==> src/rtl/pipe_skid_reg.sv <==
// Pipeline register with a one-entry skid buffer, flush/freeze control and a
// saturating backpressure counter.
module pipe_skid_reg #(
  parameter int DATA_W     = 158,
  parameter bit FLUSH_ZERO = 1'b1,
  parameter int CNT_W      = 16
) (
  input  logic              clk,
  input  logic              rst,
  input  logic              flush,
  input  logic              freeze,
  input  logic              in_valid,
  output logic              in_ready,
  input  logic [DATA_W-1:0] in_data,
  output logic              out_valid,
  input  logic              out_ready,
  output logic [DATA_W-1:0] out_data,
  output logic [1:0]        occupancy,
  output logic [CNT_W-1:0]  stall_cnt
);

  typedef enum logic [1:0] {
    EMPTY = 2'd0,
    ONE   = 2'd1,
    TWO   = 2'd2
  } state_t;

  state_t            state;
  logic [DATA_W-1:0] main_q;
  logic [DATA_W-1:0] skid_q;
  logic              acc;
  logic              drn;

  // in_ready is decoded from registered state and control only, never from
  // in_valid or out_ready, so no combinational path crosses the stage.
  assign in_ready  = !rst && !freeze && !flush && (state != TWO);
  assign acc       = in_valid && in_ready;
  assign out_valid = (state != EMPTY);
  assign drn       = out_valid && out_ready && !freeze;
  assign out_data  = main_q;

  always_comb begin
    occupancy = 2'd0;
    case (state)
      EMPTY:   occupancy = 2'd0;
      ONE:     occupancy = 2'd1;
      TWO:     occupancy = 2'd2;
      default: occupancy = 2'd0;
    endcase
  end

  always_ff @(posedge clk) begin
    if (rst) begin
      state  <= EMPTY;
      main_q <= '0;
      skid_q <= '0;
    end else if (flush) begin
      state <= EMPTY;
      if (FLUSH_ZERO) begin
        main_q <= '0;
        skid_q <= '0;
      end
    end else if (!freeze) begin
      case (state)
        EMPTY: begin
          if (acc) begin
            main_q <= in_data;
            state  <= ONE;
          end
        end
        ONE: begin
          if (acc && drn) begin
            main_q <= in_data;
          end else if (acc) begin
            skid_q <= in_data;
            state  <= TWO;
          end else if (drn) begin
            state <= EMPTY;
          end
        end
        TWO: begin
          // The older entry leaves; the skid entry becomes the new head.
          if (drn) begin
            main_q <= skid_q;
            state  <= ONE;
          end
        end
        default: state <= EMPTY;
      endcase
    end
  end

  always_ff @(posedge clk) begin
    if (rst) begin
      stall_cnt <= '0;
    end else if (out_valid && !out_ready && !freeze && !flush && (stall_cnt != '1)) begin
      stall_cnt <= stall_cnt + {{(CNT_W-1){1'b0}}, 1'b1};
    end
  end

endmodule

==> config.mk <==
export PLATFORM = sky130hd
export DESIGN_NAME = pipe_skid_reg
export DESIGN_NICKNAME = d
export VERILOG_FILES = /design/src/rtl/pipe_skid_reg.sv
export SDC_FILE = /design/constraint.sdc
export NUM_CORES = 1
export LEC_CHECK = 0
export CORE_MARGIN = 2
export CORE_UTILIZATION = 54
export DETAILED_ROUTE_END_ITERATION = 10
export PLACE_DENSITY = 0.9
export SYNTH_ARGS = -nofsm -noshare
export SYNTH_HDL_FRONTEND = slang
export SYNTH_SLANG_ARGS = --single-unit
==> constraint.sdc <==
create_clock -name clk -period 5.25 [get_ports clk]
set_input_delay 0.7875 -clock clk [delete_from_list [all_inputs] [get_ports clk]]
set_output_delay 0.7875 -clock clk [all_outputs]
set_load 0.01 [all_outputs]
# --- Word-level counts from Yosys, hierarchy flattened ---
# Cells that the tools add are included.
op_classes:
  add_sub_neg: 1
  n_shift: 0
  reduce_logical: 22
  multipliers: 0
  n_eq_ne: 9
  n_mux: 11
  n_div: 0
  bitwise: 2
  magnitude_cmp: 0
ops:
  columns: ["operator", "count"]
  rows:
  - ["2-to-1 mux 158 bit", 3]
  - ["one-hot mux 158 bit (3 select lines)", 1]
  - ["adder 16 x 1 -> 16 bit (second input constant)", 1]
  - ["!= test 16 bit (second input constant)", 1]
  - ["logical AND 1 bit", 11]
  - ["2-to-1 mux 2 bit", 5]
  - ["!= test 2 bit (second input constant)", 5]
  - ["AND reduction 5 bit", 2]
  - ["one-hot mux 2 bit (3 select lines)", 1]
  - ["zero test 1 bit", 4]
  - ["one-hot mux 2 bit (2 select lines)", 1]
  - ["AND reduction 4 bit", 1]
  - ["!= test 3 bit (second input constant)", 1]
  - ["nonzero test 3 bit", 1]
  - ["equality test 2 x 1 -> 1 bit (second input constant)", 1]
  - ["equality test 2 bit (second input constant)", 1]
  - ["zero test 2 bit", 1]
  - ["inverter 1 bit", 2]
  - ["nonzero test 2 bit", 1]
  - ["OR reduction 2 bit", 1]
word_totals:
  ram_bits: 0
  reg_bits: 334
  wordCells: 49
  inputBits: 164
  romBits: 0
  latch_bits: 0
  output_inout_bits: 178
  n_memories: 0

# --- Logic depth before layout (Yosys ltp) ---
depth:
  word_depth: 8
  ltp_mapped: 8
  depth_no_buf: 5

# --- Worst setup path after synthesis ---
# OpenSTA, ideal clock, no wires.
synth_timing:
  kind: "input to output"
  start: "in rst"
  end: "out in_ready"
  stages: 4
  setup_slack_ps: 2767
  arrival_time_ps: 1696
  path_buffers: 2
  cell_sequence: "or2_0 > clkbuf_1 > clkbuf_1 > nor3_1"
synth_via:
  elab_chain_len: 4
synth_lines:
  columns: ["element", "line_no", "rtl"]
  rows:
  - ["from (decl)", "9", "input logic rst,"]
  - ["zero test 1 bit", "36", "assign in_ready = !rst && !freeze && !flush && (state != TWO);"]
  - ["logical AND 1 bit (3 in a row)", "36", null]
  - ["to (decl)", "13", "output logic in_ready,"]
# No other way between the ends.

# --- Worst setup path after layout ---
# Ends and elaborated chain as after synthesis.

==> impl_metrics.toml <==
[clocking]
post_cts_resized = 0
ctsHoldBuffers = 0
clk_pin_slew_ns = 0.06
h-tree-depth = 2
post_cts_buffers = 0
clock_sinks = 334
clk_latency_ns = 0.51
cts-buffers-inserted = 35
clk_path_buf_depth = 3
cts_tree = "done"
cts_root_buf = "clkbuf_16"

[timing]
fin_worst_skew_ns = 0.00523
fin_crit_ns = 3.70
finalSetupViolCount = 0
fin_tns_setup_ns = 0
slew_viol_final = 0
slew_headroom_pct = 28.6
final-hold-violation-count = 0
min_period_over_period_pct = 70.6
worstMarginPinSlew_ns = 1.07
max_freq_ghz = 0.270
grt_setup_unrepaired = "no"

[placed_design]
dpl.hpwl_mm = 25.3
port_buffers = 341
placed_area_mm2 = 0.0173
gp_congestion = 0.845

[synthesis]
avgSynthCellArea_um2 = 8.17
ys_ff_latch = 334
yosysWarnings = 0
seq_area_frac_synth_pct = 47.4
synth_fp_nets = 1893
syn_inst = 1728
async_flop_share_pct = 0
ys_types = 42
synth_edf_count = 0
synth_flop_cell = "dfxtp_1"
netlist_area_mm2 = 0.0141

[global_routing]
grt_pass1_vias = 13197
antenna_found_initial = 3
grt_start_max_net_pins = 159
globalRouteOverflowTotal = 0
grt_pass1_wl_mm = 69.3
grtUsageTotal_pct = 29.9

[power]
switching_share_pct = 22.1
cellPowerDensity_mw_per_mm2 = 288
seq_power_share_pct = 48.1
power_w = 0.00531
leakage_nw = 6.11
power_frac_clock_pct = 45.5
switching_power_w = 0.00118
power.internal_w = 0.00414
ir_drop_mv = 0.226
comb_power_share_pct = 6.4

[drt]
drc_errors = 0
drtIter0Drc = 1691
ant_nets = 0
wl_mm = 43.8
vias = 14238
routed_via_density = 6.18
wire_per_inst_um = 19.0
dr.pass1.iters = 6

[floorplan]
num_io_pins = 342
die_x_um = 166
die_area_mm2 = 0.0275
initial_utilization_pct = 54.6
fp.coreArea_mm2 = 0.0258
die_y_um = 166
fp-row-count = 59

[setup_path]
r2r_start = "state[0]"
path_class = "in2out"
r2r_slack_ns = 1.95
worstSetupStartpoint = "rst"
startpoint_type = "input port"
end_kind = "primary output"
crit_path_end = "in_ready"
reg2reg_depth = 6
r2r_end = "out_data[36]"
arrival_ns = 2.92
required_ns = 4.46
worstPathMaxFanout = 23

[final_layout]
layout-drive-gt1-share_pct = 5.60
layout_common_cells = "nand2_1, clkdlybuf4s50_1, dfxtp_1"
layout.nets = 2107
areaGrowthSynthToFinish_pct = 30.7
final_common_cell = "nand2_1"
final_area_mm2 = 0.0185
final_core_util_pct = 71.4

[hold_path]
whs_path_depth = 2
holdCritPathClass = "reg2reg"

[status]
status = "completed"

[job]
drv_cap = 0
[layer usage]
metal | wire length (µm) | track usage (%) | vias up
li1 | - | - | 6570
met1 | 17200 | 38.3 | 6721
met2 | 20400 | 47.6 | 791
met3 | 4050 | 6.67 | 156
met4 | 2190 | 15.3 | 0
met5 | 0 | 0 | -
[how the worst min path moves through the flow]
stage / from / end / slack, ns
finish: skid_q[86] / skid_q[86] / 0.45
detailed placement: skid_q[86] / skid_q[86] / 0.45
CTS: skid_q[86] / skid_q[86] / 0.46
global placement: skid_q[46] / skid_q[46] / 0.44
floorplan: skid_q[0] / skid_q[0] / 0.44
global route: skid_q[129] / skid_q[129] / 0.48
[flip-flops by register name, indices dropped and copies added (netlist names)]
signal     cells
state          2
skid_q       158
out_data     158
stall_cnt     16
[Yosys cell counts (3+ instances only)]
cell	n	area share [%]
nand2_1	637	17
dfxtp_1	334	47
a21oi_1	169	6.0
a2111oi_0	158	9.8
a31o_1	131	8.1
clkbuf_1	117	3.1
buf_2	46	1.6
a31o_2	27	1.7
buf_6	14	1.1
nor2_1	9	0.24
nor3_1	7	0.25
o21ai_0	7	0.25
nand3_1	6	0.21
or3_1	6	0.27
inv_1	5	0.13
nor2b_1	5	0.22
nor4_1	5	0.22
o31ai_1	5	0.27
or4_1	5	0.27
nand4_1	4	0.18
buf_1	3	0.080
mux2_2	3	0.24
[through the flow]
step | setup slack, ns | hold WS, ns | instances
5_1_grt | 1.41 | 0.475 | 2304
3_5_place_dp | 1.38 | 0.447 | 2240
3_3_place_gp | 1.41 | 0.441 | 2240
4_1_cts | 1.55 | 0.455 | 2301
2_1_floorplan | 2.77 | 0.437 | 1728
6_report | 1.55 | 0.453 | 2305
[cells by family (layout without fill, tap and decap cells)]
group           after synthesis  count (layout)  synth area share [%]
other cells                   0               4                     0
compound gates              502             502                  26.4
mux                           4               4                 0.310
fa+ha+maj                     1               1                0.0886
simple gates                699             699                  19.6
buf+inv                     187             425                  6.13
xor+xnor                      1               1                0.0620
flops                       334             334                  47.4
[power by group through the flow]
stage	registers, W	clock network [W]	logic, W
4_1_cts	0.00255	0.00244	0.000337
5_1_grt	0.00255	0.00256	0.000362
2_1_floorplan	0.00261	0	0.000130
3_5_place_dp	0.00261	0	0.000334
3_3_place_gp	0.00261	0	0.000329
6_report	0.00255	0.00242	0.000341
[critical path: stages]
cell and delay [ns]:
clkdlybuf4s50_1 0.85, or2_4 0.54, nor3_1 0.15, clkdlybuf4s50_1 0.58
[area by class of cell]
cell class,instances,area [µm²]
flip-flops and latches,334,6690
diodes,4,10.0
inverters,6,25.0
clock buffers,53,1060
multi-input cells,1207,6610
fillers,1913,7380
clock inverters,8,65.1
well taps,335,419
repair buffers,358,3590
No activity file was read; power rests on OpenSTA's default activity.
